File: config.mk
export PLATFORM = sky130hd
export DESIGN_NAME = trace_scheduler
export DESIGN_NICKNAME = d
export VERILOG_FILES = /design/src/rtl/trace_pkg.sv /design/src/rtl/trace_dot_hit.sv /design/src/rtl/trace_scheduler.sv
export SDC_FILE = /design/constraint.sdc
export NUM_CORES = 1
export LEC_CHECK = 0
export ABC_CLOCK_PERIOD_IN_PS = 5530
export CAP_MARGIN = 25
export CORE_UTILIZATION = 40
export CTS_CLUSTER_DIAMETER = 120
export DETAILED_ROUTE_END_ITERATION = 10
export PLACE_DENSITY_LB_ADDON = 0.1
export SETUP_SLACK_MARGIN = 0.5
export SYNTH_ARGS = -nofsm -noshare
export SYNTH_HDL_FRONTEND = slang
export SYNTH_HIERARCHICAL = 1
export SYNTH_SLANG_ARGS = --single-unit
File: constraint.sdc
create_clock -name clk -period 5.53 [get_ports clk]
set_input_delay 0.8295 -clock clk [delete_from_list [all_inputs] [get_ports clk]]
set_output_delay 0.8295 -clock clk [all_outputs]
set_load 0.03 [all_outputs]
File: src/rtl/trace_pkg.sv
// Shared types and widths for the bird-trail scheduler.
// Coordinates are 11 bits; comparisons widen to 12 so slot+size never wraps.
package trace_pkg;

  localparam int COORD_W = 11;
  localparam int CMP_W   = 12;

  typedef enum logic [1:0] {
    IDLE   = 2'd0,
    CLEAR  = 2'd1,
    RECORD = 2'd2,
    HOLD   = 2'd3
  } trace_state_t;

endpackage

File: src/rtl/trace_dot_hit.sv
// Combinational point-in-square test for one trace slot.
// Slot coordinates are signed, pixel coordinates unsigned; both widen to CMP_W.
import trace_pkg::*;

module trace_dot_hit #(
  parameter int DOT_SIZE = 4
) (
  input  logic               valid_i,
  input  logic [COORD_W-1:0] slot_x_i,
  input  logic [COORD_W-1:0] slot_y_i,
  input  logic [COORD_W-1:0] pixel_x_i,
  input  logic [COORD_W-1:0] pixel_y_i,
  output logic               hit_o
);

  localparam logic signed [CMP_W-1:0] SIZE_S = CMP_W'(DOT_SIZE);

  logic signed [CMP_W-1:0] slot_x_s;
  logic signed [CMP_W-1:0] slot_y_s;
  logic signed [CMP_W-1:0] pix_x_s;
  logic signed [CMP_W-1:0] pix_y_s;

  assign slot_x_s = {slot_x_i[COORD_W-1], slot_x_i};
  assign slot_y_s = {slot_y_i[COORD_W-1], slot_y_i};
  assign pix_x_s  = {1'b0, pixel_x_i};
  assign pix_y_s  = {1'b0, pixel_y_i};

  assign hit_o = valid_i
              && (pix_x_s >= slot_x_s) && (pix_x_s < slot_x_s + SIZE_S)
              && (pix_y_s >= slot_y_s) && (pix_y_s < slot_y_s + SIZE_S);

endmodule

File: src/rtl/trace_scheduler.sv
// Owns the ring of trace-dot slots: clears it on launch, samples the bird
// position every SAMPLE_FRAMES frames in flight, freezes on impact, draws dots.
import trace_pkg::*;

module trace_scheduler #(
  parameter int NUM_DOTS      = 8,
  parameter int SAMPLE_FRAMES = 4,
  parameter int DOT_SIZE      = 4
) (
  input  logic               clk,
  input  logic               resetN,
  input  logic               startOfFrame,
  input  logic               launch,
  input  logic               inFlight,
  input  logic               collision,
  input  logic [COORD_W-1:0] birdX,
  input  logic [COORD_W-1:0] birdY,
  input  logic [COORD_W-1:0] pixelX,
  input  logic [COORD_W-1:0] pixelY,
  output logic               traceDR,
  output logic [4:0]         dotCount,
  output logic               recording
);

  localparam int PTR_W = (NUM_DOTS > 1) ? $clog2(NUM_DOTS) : 1;
  localparam int CNT_W = (SAMPLE_FRAMES > 1) ? $clog2(SAMPLE_FRAMES) : 1;

  trace_state_t         state_q, state_d;
  logic [NUM_DOTS-1:0]  valid_q, valid_d;
  logic [PTR_W-1:0]     wr_ptr_q, wr_ptr_d;
  logic [PTR_W-1:0]     clr_idx_q, clr_idx_d;
  logic [CNT_W-1:0]     frame_cnt_q, frame_cnt_d;
  logic [4:0]           dot_count_q, dot_count_d;
  logic                 recording_q;
  logic                 trace_dr_q;
  logic                 sample_en;

  logic [COORD_W-1:0]   slot_x_q [NUM_DOTS];
  logic [COORD_W-1:0]   slot_y_q [NUM_DOTS];

  logic [NUM_DOTS-1:0]  dot_live;
  logic [NUM_DOTS-1:0]  dot_hit;

  always_comb begin
    state_d     = state_q;
    valid_d     = valid_q;
    wr_ptr_d    = wr_ptr_q;
    clr_idx_d   = clr_idx_q;
    frame_cnt_d = frame_cnt_q;
    dot_count_d = dot_count_q;
    sample_en   = 1'b0;
    case (state_q)
      IDLE: begin
        if (launch) begin
          state_d   = CLEAR;
          clr_idx_d = '0;
        end
      end
      CLEAR: begin
        valid_d[clr_idx_q] = 1'b0;
        if (launch) begin
          clr_idx_d = '0;
        end else if (clr_idx_q == PTR_W'(NUM_DOTS - 1)) begin
          state_d     = RECORD;
          wr_ptr_d    = '0;
          frame_cnt_d = '0;
          dot_count_d = '0;
        end else begin
          clr_idx_d = clr_idx_q + 1'b1;
        end
      end
      RECORD: begin
        if (launch) begin
          state_d   = CLEAR;
          clr_idx_d = '0;
        end else if (collision || !inFlight) begin
          state_d = HOLD;
        end else if (startOfFrame) begin
          if (frame_cnt_q == CNT_W'(SAMPLE_FRAMES - 1)) begin
            sample_en         = 1'b1;
            valid_d[wr_ptr_q] = 1'b1;
            wr_ptr_d          = wr_ptr_q + 1'b1;
            frame_cnt_d       = '0;
            if (dot_count_q != 5'(NUM_DOTS)) begin
              dot_count_d = dot_count_q + 5'd1;
            end
          end else begin
            frame_cnt_d = frame_cnt_q + 1'b1;
          end
        end
      end
      HOLD: begin
        if (launch) begin
          state_d   = CLEAR;
          clr_idx_d = '0;
        end
      end
      default: state_d = IDLE;
    endcase
  end

  always_ff @(posedge clk) begin
    if (resetN) begin
      state_q     <= IDLE;
      valid_q     <= '0;
      wr_ptr_q    <= '0;
      clr_idx_q   <= '0;
      frame_cnt_q <= '0;
      dot_count_q <= '0;
      recording_q <= 1'b0;
      trace_dr_q  <= 1'b0;
    end else begin
      state_q     <= state_d;
      valid_q     <= valid_d;
      wr_ptr_q    <= wr_ptr_d;
      clr_idx_q   <= clr_idx_d;
      frame_cnt_q <= frame_cnt_d;
      dot_count_q <= dot_count_d;
      recording_q <= (state_d == RECORD);
      trace_dr_q  <= |dot_hit;
    end
  end

  // Slot coordinates need no reset: valid bits gate every use of them.
  always_ff @(posedge clk) begin
    if (sample_en) begin
      slot_x_q[wr_ptr_q] <= birdX;
      slot_y_q[wr_ptr_q] <= birdY;
    end
  end

  // The slot being cleared this cycle is already suppressed from drawing.
  genvar gi;
  generate
    for (gi = 0; gi < NUM_DOTS; gi++) begin : g_dot
      assign dot_live[gi] = valid_q[gi]
                         && !((state_q == CLEAR) && (clr_idx_q == PTR_W'(gi)));
      trace_dot_hit #(
        .DOT_SIZE (DOT_SIZE)
      ) u_hit (
        .valid_i   (dot_live[gi]),
        .slot_x_i  (slot_x_q[gi]),
        .slot_y_i  (slot_y_q[gi]),
        .pixel_x_i (pixelX),
        .pixel_y_i (pixelY),
        .hit_o     (dot_hit[gi])
      );
    end
  endgenerate

  assign traceDR   = trace_dr_q;
  assign dotCount  = dot_count_q;
  assign recording = recording_q;

endmodule

; Yosys cells after proc, flatten, opt, wreduce, memory -nomap -nowiden
; Memory sizes are Yosys's and may differ from the RTL's.
; Cells that the tools add are included.
; W data, S select, Z words.
[word_totals]
latchBits = 0
romBits = 0
regBits = 25
mem_count = 2
elab_cells = 210
inputBits = 50
ram_bits = 176
[classes]
n_bitwise = 3
div_mod_pow = 0
mux = 48
shifts = 0
multipliers = 0
reduce_logical = 71
add_sub_neg = 20
eq_ne = 22
magnitude_cmp = 36
[mem_list]
columns = name, words, word_bits, read_ports, rd_clocked_by_memory_dff, wr, line
row1 = slot_x_q, 8, 11, 8, 0, 1, trace_scheduler.sv:38  ; logic [COORD_W-1:0] slot_x_q [NUM_DOTS];
row2 = slot_y_q, 8, 11, 8, 0, 1, trace_scheduler.sv:39  ; logic [COORD_W-1:0] slot_y_q [NUM_DOTS];
[ops]
columns = operator, n
row1 = $add A11 B4 Y12 const B, 16
row2 = $ge A12 B11 Y1, 16
row3 = $lt A12 B12 Y1, 16
row4 = $logic_and A1 B1 Y1, 50
row5 = $mux W5, 7
row6 = $mux W8, 4
row7 = $mux W3, 9
row8 = $mux W2, 11
row9 = $pmux W8 S2, 1
row10 = $ne A2 B2 Y1 const B, 7
row11 = $eq A3 B3 Y1 const B, 4
row12 = $pmux W3 S2, 2
row13 = $pmux W5 S2, 1
row14 = $logic_not A1 Y1, 9
row15 = $mux W1, 9
row16 = $and A8 B8 Y8, 1
row17 = $eq A2 B2 Y1 const B, 4
row18 = $lt A3 B4 Y1 const B, 2
row19 = $not A8 Y8, 1
row20 = $or A8 B8 Y8, 1
row21 = $reduce_and A8 Y1, 1
row22 = $reduce_or A8 Y1, 1
row23 = $reduce_and A7 Y1, 1
row24 = $add A3 B1 Y3 const B, 2
row25 = other kinds (21), 24

; Logic depth before layout (Yosys ltp)
; Gate-level depths: netlist of run 1.
[depth]
depth_word = 10
depth_mapped = 12
mapped_depth_nobuf = 12

; Cells and area by module
; Netlist of run 1, hierarchy kept.
[modules_own_cells]
columns = module, n_inst, cells_per_inst, area_each_um2, seq_area_each_um2
row1 = trace_dot_hit (g_dot[0].u_hit ...), 7, 152, 1171.1, 0.0
row2 = trace_scheduler, 1, 349, 6766.5, 5785.5
row3 = trace_dot_hit (g_dot[5].u_hit), 1, 153, 1182.4, 0.0

; Worst setup path before layout of run 1
; Ideal clock, no wire load.
[synth_path]
path_kind = input to register
from = in launch
to = mem slot_x_q[0][0], enable pin
stages = 5
path_buffers = 2
required_time_ps = 5070
setup_ps = 460
arrival_time_ps = 3722
slack_ps = 1348
path_cell_list = buf_6 > and4bb_4 > nand3_1 > buf_2 > nor4_1
[synth_via]
elab_chain_len = 4
[synth_lines]
columns = item, line
row1 = start: declaration, trace_scheduler.sv:13  ; input logic launch,
row2 = $mux W1, trace_scheduler.sv:73  ; if (launch) begin
row3 = $mux W1, trace_scheduler.sv:52  ; case (state_q)
row4 = $mux W1, trace_scheduler.sv:126  ; if (sample_en) begin
row5 = $mux W1 (not written as such), trace_scheduler.sv:127  ; slot_x_q[wr_ptr_q] <= birdX;
row6 = end: declaration, trace_scheduler.sv:38
; No other way between the ends.

; Final worst setup path of run 1
[layout_path]
from = in pixelX[5]
to = reg trace_dr_q, in the netlist traceDR
[layout_via]
elab_chain_len = 6
[layout_lines]
columns = item, line
row1 = start: declaration, trace_scheduler.sv:18  ; input logic [COORD_W-1:0] pixelX,
row2 = $ge A12 B11 Y1, trace_dot_hit.sv:29  ; && (pix_x_s >= slot_x_s) && (pix_x_s < slot_x_s + SIZE_S)
row3 = $logic_and A1 B1 Y1, trace_dot_hit.sv:29
row4 = $logic_and A1 B1 Y1 (*), trace_dot_hit.sv:29
row5 = $logic_and A1 B1 Y1 (*) (2 in a row), trace_dot_hit.sv:30  ; && (pix_y_s >= slot_y_s) && (pix_y_s < slot_y_s + SIZE_S);
row6 = net dot_hit[0], trace_scheduler.sv:42  ; logic [NUM_DOTS-1:0] dot_hit;
row7 = $reduce_or A8 Y1 (*), trace_scheduler.sv:120  ; trace_dr_q <= |dot_hit;
row8 = end signal: assignment, trace_scheduler.sv:120
row9 = end: declaration, trace_scheduler.sv:35  ; logic trace_dr_q;
; Mark *: on every way through the listed nets, which the timed path passes. The rest lies on a longest branch.
; A chain may end at the register's enable or synchronous reset.

==> summary.md, run 1 <==
| Metric | Value |
|---|---|
| Status | completed |
| Boundary Pins | between 50 and 60 |
| WP data required | about 5.9 ns |
| Number of cells on the worst hold path | 1 |
| CTS tree | built |
| DP HPWL | approximately 34000 um |
| Clk_skew | 0.00989 ns |
| Dpl cells | roughly 2200 |
| Final net count | slightly above 2000 |
| Reg2Reg Launch Point | slot_x_q[1][2]$_DFFE_PP_ |
| Flop pwr share | 0.437 |
| Setup Fix Bufs, Post-CTS | 0 |
| Met3 wire len | roughly 1900 um |
| Final min period | 3.97 ns |
| Max VDD drop | 0.198 mV |
| Met2 wirelength from detailed routing | between 20000 and 25000 um |
| DR WL/cell | ~21 um |
| Total gr overflow | 0 |
| Inserted Clock Buffers | 26 |
| Final Hold Vio Count | 0 |
| Post-Synthesis Cells | between 1500 and 2000 |
| TNS Setup | 0 ns |
| Post-Syn Area per Cell | ~10 um^2 |
| Worst Hold End | valid_q[3]$_SDFFE_PP0P_ |
| Row count | 73 |
| Routed wire length | approximately 46000 um |
| Largest net degree at the start of global routing | 24 |
| Antenna fix cells | 0 |
| Synth Warn # | 6 |
| R2r setup slk | between 2 and 2.5 ns |
| Uppermost layer routed | met5 |
| Initial Util | 0.406 |
| Via count | around 12000 |
| Vias in the first global route | 12200 |
| Cell Area, Synth | approximately 16000 um^2 |
| Syn-to-layout area delta | 14.1% |
| Final setup viols | 0 |
| Clock slew at reported path FFs | 0.06 ns |
| FF-to-FF path depth | 11 |
| DRC | 0 |
| Tightest Pin Transition | ~1.1 ns |
| DIE AREA | 41200 um^2 |
| Total track usage | 0.228 |
| Hold WC Path Type | flop to flop |
| Die H | between 200 and 250 um |
| Antenna Nets Post-Route | 0 |
| Top post-synthesis cells by area | edfxtp_1 (33%), ha_1 (26%), xnor2_1 (5.3%) |
| Hold Startpoint | valid_q[3]$_SDFFE_PP0P_ |
| Max-slew headroom | 0.262 |
| Ys flop type | edfxtp_1 |
| Net Switching | 907 uW |
| Register area share after synthesis | 0.358 |
| Die span in x | between 200 and 250 um |
| Metal-1 WL | 21400 um |
| Crit path DAT | about 4.4 ns |
| Syn_nets | between 1500 and 2000 |
| Skew-Pair Late Insertion Delay | approximately 0.54 ns |
| Pleak | ~0.0077 uW |
| Clk pwr share | 0.457 |
| Yosys top cell by area | edfxtp_1 |
| First-pass GRT wire length | between 70000 and 80000 um |
| Fmax | roughly 0.25 GHz |
| Number of synthesized flops with an enable pin | ~180 |
| Net Sw Frac | 0.240 |
| Power share of the combinational group | 0.106 |
| Clk sinks | between 200 and 250 |
| PwrDens | a little over 200 nW/um^2 |
| Crit share post-route | 0.718 |
| Setup crit start kind | primary input |
| Max-cap viol count | 0 |
| Critical path type | primary input to flop |
| CORE AREA | 39700 um^2 |
| Drt first pass iters | 4 |
| CP Capture Type | flop |
| GP Congestion | 0.875 |
| Non-Filler Instances | about 2200 |
| RSZ-0062 raised after global routing | false |
| Via/cell ratio | 5.57 |
| Initial antenna violation count | 1 |
| Yosys top cell area share | 0.327 |
| Clock Path Buffers | 3 |
| Input/output buffers | 56 |
| Synthesized flop and latch total | between 200 and 250 |
| Post-synthesis cell type count | 59 |
| Worst R2R End | traceDR$_SDFF_PP0_ |
| Layout cells sized above 1 | 0.0495 |
| Hold Buf Count CTS | 0 |
| Asr flop ratio synth | 0 |
| Initial DRC Count | between 600 and 700 |
| Worst-path maximum fanout | 16 |
| H-tree depth | 1 |
| Root buf cell | clkbuf_16 |
| Internal Power | 2880 uW |
| Fin. max-slew vios | 0 |
| # resized after CTS | 0 |
layer usage:
metal / track usage / up-vias
met4: 0.0644 / 2
li1: - / 6110
met3: 0.0263 / 53
met2: 0.390 / 239
met1: 0.301 / 5874
met5: 0 / -
how the worst max path moves through the flow:
stage | startpoint | to | depth (start not counted) | slack, ns
floorplan | launch | slot_x_q[0][0]$_DFFE_PP_ | 5 | 1.35
global placement | pixelX[5] | traceDR$_SDFF_PP0_ | 9 | 1.09
detailed placement | pixelX[5] | traceDR$_SDFF_PP0_ | 9 | 1.11
global route | pixelX[5] | traceDR$_SDFF_PP0_ | 9 | 1.56
finish | pixelX[5] | traceDR$_SDFF_PP0_ | 9 | 1.56
CTS | pixelX[5] | traceDR$_SDFF_PP0_ | 9 | 1.69
final cells by class:
cell class | instances | area [um^2]
fillers | 3763 | 21300
repair buffers | 76 | 753
multi-input cells | 1158 | 9620
well taps | 525 | 657
inverters | 196 | 736
clock buffers | 33 | 738
clock inverters | 14 | 141
flip-flops and latches | 201 | 5790
sequential cells by signal, summed over array words and instances (netlist names):
name / flops
slot_x_q: 88
slot_y_q: 88
valid_q: 8
dotCount: 5
clr_idx_q: 3
wr_ptr_q: 3
frame_cnt_q: 2
state_q: 2
recording: 1
traceDR: 1
cells in the mapped netlist, drive strengths merged (9+ instances only):
| master | instances |
|---|---|
| ha | 332 |
| inv | 195 |
| edfxtp | 176 |
| xnor2 | 97 |
| a21oi | 88 |
| nand3 | 87 |
| nand2 | 64 |
| o21ai | 53 |
| a21o | 42 |
| nand4 | 38 |
| nor2 | 37 |
| nor2b | 33 |
| dfxtp | 25 |
| nor3 | 25 |
| and4 | 24 |
| nor4 | 22 |
| xor2 | 16 |
| o211ai | 15 |
| or3 | 15 |
| o21a | 14 |
| a211oi | 12 |
| a211o | 9 |
| a221oi | 9 |
| a311oi | 9 |
| nor3b | 9 |
| o221ai | 9 |
| o31ai | 9 |
power by group through the flow:
stage | combinational, uW | clock [uW] | sequential (uW)
after global routing | 451 | 1830 | 1650
after CTS | 403 | 1770 | 1650
after detailed placement | 400 | 0 | 1680
after floorplan | 198 | 0 | 1680
after global placement | 391 | 0 | 1680
final | 400 | 1730 | 1650
logic make-up (layout without fill, tap and decap cells):
kind of cell	after synthesis	in the layout	synth area share
AND/OR/NAND/NOR	373	373	0.131
AO/OA/AOI/OAI	338	338	0.142
adder cells (fa/ha/maj)	332	332	0.257
buffers and inverters	207	319	0.0489
flip-flops	201	201	0.358
XOR/XNOR	113	113	0.0613
multiplexers	2	2	0.00132
worst max-delay path, cell delays in order:
cell             delay [ns]
clkdlybuf4s50_1        0.98
ha_1                   0.61
a21oi_1                0.15
o21ai_0                0.09
o21bai_1               0.18
a221oi_1               0.73
nor4_2                 0.11
nor4_1                 0.53
a21oi_1                0.14
layout by cell type (no fill, tap or decap), types with 7 or more instances in the layout:
cell / n
ha_1: 332
inv_1: 195
edfxtp_1: 176
xnor2_1: 97
a21oi_1: 88
nand3_1: 85
nand2_1: 64
clkdlybuf4s50_1: 56
o21ai_0: 51
a21o_1: 42
nand4_1: 38
nor2_1: 36
nor2b_1: 33
clkbuf_16: 27
dfxtp_1: 25
and4_1: 22
nor3_1: 21
xor2_1: 16
buf_4: 16
or3_1: 15
o211ai_1: 15
o21a_1: 14
a211oi_1: 12
nor4_1: 11
nor4_2: 10
a221oi_1: 9
o31ai_1: 9
nor3b_1: 9
a311oi_1: 9
o221ai_1: 9
a211o_1: 9
a21boi_0: 8
o41ai_1: 8
a22o_1: 8
a2111oi_0: 8
and3_1: 8
o2111ai_1: 8
o21bai_1: 7
a221o_1: 7
metrics by stage:
step / worst slack [ns] / utilization / area [um^2] / power, uW / hold WS (ns)
finish: 1.56 / 0.464 / 18400 / 3780 / 0.464
global route: 1.56 / 0.464 / 18400 / 3930 / 0.481
detailed placement: 1.11 / 0.441 / 17500 / 2080 / 0.451
global placement: 1.09 / 0.440 / 17500 / 2080 / 0.445
floorplan: 1.35 / - / 16100 / 1880 / 0.434
CTS: 1.69 / 0.463 / 18400 / 3830 / 0.465
(Power assumes the default switching activity.)
==> inputs of run 2 (changes only) <==
Settings changed: ABC_CLOCK_PERIOD_IN_PS 5530 to 3250.
Clock period 5.53 ns to 3.25 ns, I/O delays scaled along.
==> run 2 against run 1 <==
  * Worst setup slack worse by 1.1 ns
  * Flip-flop and latch count unchanged
  * Combinational power up 88%
  * Power up 68%
  * Non-clock buffer count up 49
  * Final area up 3.5%
  * Sequential share of layout area down 1.1 points
  * Routed wire length up 2.5%
  * Register-to-register slack worse by 1.8 ns
  * Clock skew up 0.0069 ns
  * Clock power up 62%
  * Sequential power up 70%
  * Largest cell class unchanged
  * Largest power group is now sequential cells
  * Highest routed layer is now met4
==> summary.md, run 2 (synthesized netlist as in run 1, its figures left out) <==
| Metric | Value |
|---|---|
| Max-cap viol count | 0 (unchanged) |
| Drt first pass iters | 5 (+1) |
| Layout cells sized above 1 | 0.0900 (+0.0405) |
| Root buf cell | clkbuf_16 |
| CORE AREA | 39700 um^2 (unchanged) |
| Clk pwr share | 0.440 (-0.017) |
| Max-slew headroom | 0.494 (+0.231) |
| PwrDens | 334 nW/um^2 (+62%) |
| Final instance area | 19100 um^2 (+3.5%) |
| Flop pwr share | 0.442 (+0.005) |
| Fin. max-slew vios | 0 (unchanged) |
| First-pass GRT wire length | 72600 um (+2.7%) |
| Worst-path maximum fanout | 3 (-13) |
| CTS tree | built |
| Routed wire length | 47400 um (+2.5%) |
| Non-Filler Instances | 2247 (+2.0%) |
| Initial DRC Count | 677 (+7.6%) |
| Dpl cell area | 18000 um^2 (+2.7%) |
| Critical path type | flop to flop |
| DRC | 0 (unchanged) |
| WP data required | 3.71 ns (-2.21 ns) |
| Status | completed |
| Input/output buffers | 56 (unchanged) |
| Initial Util | 0.406 (unchanged) |
| Clock slew at reported path FFs | 0.06 ns (about the same) |
| Via/cell ratio | 5.59 (+0.36%) |
| Initial antenna violation count | 0 (-1) |
| Tightest Pin Transition | 0.757 ns (-0.346 ns) |
| Dpl cells | 2190 (+1.6%) |
| RSZ-0062 raised after global routing | true |
| Vias in the first global route | 12700 (+3.9%) |
| Syn-to-layout area delta | 18.2% |
| Fin Hold WS | 0.460 ns (-0.00397 ns) |
| DIE AREA | 41200 um^2 (unchanged) |
| Worst R2R End | traceDR$_SDFF_PP0_ |
| Reg2Reg Launch Point | slot_x_q[3][4]$_DFFE_PP_ |
| Antenna fix cells | 0 (unchanged) |
| Die H | 203 um (unchanged) |
| Largest net degree at the start of global routing | 24 (unchanged) |
| Crit share post-route | 0.847 |
| Final net count | 2089 (+2.4%) |
| Antenna Nets Post-Route | 0 (unchanged) |
| Setup crit start kind | flop |
| Clk sinks | 201 (unchanged) |
| Skew-Pair Late Insertion Delay | 0.53 ns (about the same) |
| Final Hold Vio Count | 0 (unchanged) |
| Row count | 73 (unchanged) |
| Crit path DAT | 3.22 ns (-1.14 ns) |
| Hold WC Path Type | flop to flop |
| Pleak | 0.00796 uW (+3.6%) |
| Hold Startpoint | valid_q[3]$_SDFFE_PP0P_ |
| Inserted Clock Buffers | 25 (-3.8%) |
| Final min period | 2.75 ns |
| Worst Hold End | valid_q[3]$_SDFFE_PP0P_ |
| CP Capture Type | flop |
| Max VDD drop | 0.415 mV (+110%) |
| Die span in x | 203 um (unchanged) |
| Commonest non-fill, non-tap cell in the layout | ha_1 |
| Clock Path Buffers | 3 (unchanged) |
| Internal Power | 4820 uW (+68%) |
| Net Switching | 1540 uW (+70%) |
| Clk_skew | 0.0168 ns (+0.00690 ns) |
| Power share of the combinational group | 0.118 (+0.012) |
| Fmax | roughly 0.36 GHz |
| Net Sw Frac | 0.242 (+0.00248) |
| FF-to-FF path depth | 11 (unchanged) |
| Total gr overflow | 0 (unchanged) |
| GP Congestion | 0.890 (+1.7%) |
| DP HPWL | 34100 um (+0.35%) |
| Design Power | 6360 uW (+68%) |
| Boundary Pins | 57 (unchanged) |
| Biggest registers after layout | slot_x_q (88), slot_y_q (88), valid_q (8) |
| Number of cells on the worst hold path | 1 (unchanged) |
| Hold Buf Count CTS | 0 (unchanged) |
| H-tree depth | 1 (unchanged) |
| DR WL/cell | 21.1 um (+0.51%) |
| R2r setup slk | 0.50 ns (-1.80 ns) |
| Via count | 12600 (+2.4%) |
| Total track usage | 0.232 (+0.00459) |
| Most frequent cells in the layout | ha_1 (327), inv_1 (193), edfxtp_1 (176) |
| Final setup viols | 0 (unchanged) |
-- run 2: cell count changes in the layout (fill, tap and decap cells not counted), moves of 6 or more --
cell	before	now
a21oi_2	0	6
buf_4	16	52
buf_12	0	17
nor4_4	1	7
a21oi_1	88	81
-- run 2: routing by layer --
layer,up-vias,GRT usage,part of all wire
met1,6008,0.302,0.46
li1,6198,-,-
met3,85,0.0223,0.039
met2,277,0.398,0.47
met5,-,0,0
met4,0,0.0865,0.039
-- run 2: metrics by stage --
step,TNS (ns),util,setup slack [ns]
after global placement,-0.131,0.453,-0.131
after floorplan,0,-,0.0154
final,0,0.480,0.496
after CTS,0,0.479,0.500
after detailed placement,-0.126,0.453,-0.126
after global routing,0,0.480,0.367
-- run 2: worst max-delay path by stage --
| stage | start | endpoint | slack [ns] | depth (start not counted) |
|---|---|---|---|---|
| after floorplan | state_q[0]$_SDFF_PP0_ | slot_x_q[6][0]$_DFFE_PP_ | 0.02 | 7 |
| after global placement | pixelY[1] | traceDR$_SDFF_PP0_ | -0.13 | 10 |
| after detailed placement | pixelY[1] | traceDR$_SDFF_PP0_ | -0.13 | 10 |
| after CTS | slot_x_q[3][5]$_DFFE_PP_ | traceDR$_SDFF_PP0_ | 0.50 | 11 |
| after global routing | slot_x_q[2][4]$_DFFE_PP_ | traceDR$_SDFF_PP0_ | 0.37 | 14 |
| final | slot_x_q[3][4]$_DFFE_PP_ | traceDR$_SDFF_PP0_ | 0.50 | 11 |
-- run 2: layout make-up --
class	instances	area (um^2)
Sequential cell	201	5790
Timing Repair Buffer	125	1290
Tap cell	525	657
Inverter	196	736
Clock inverter	13	158
Fill cell	3676	20700
Clock buffer	29	641
Multi-Input combinational cell	1158	9810
-- run 2: what timing repair did --
item | CTS | global route
resized for setup | 32 | 8
setup buffers | 13 | 2
pin swaps | 3 | 6
endpoints found under the setup margin | 1 | 1
cloned | 0 | 0
-- run 2: power groups by stage --
stage,Combinational [uW],Clock (uW),Sequential (uW)
4_1_cts,755,2870,2810
6_report,751,2800,2810
2_1_floorplan,336,0,2870
3_5_place_dp,741,0,2870
3_3_place_gp,730,0,2870
5_1_grt,835,2940,2810
-- run 2: worst max-delay path: stages, from the launching register on --
cell and delay [ns]:
edfxtp_1 0.37, inv_1 0.09, nor3_1 0.21, nand3_1 0.13
xnor2_1 0.20, ha_1 0.28, a21o_1 0.19, a2111oi_2 0.37
o211ai_1 0.19, nor4_4 0.43, nor4_4 0.08, a21oi_1 0.15
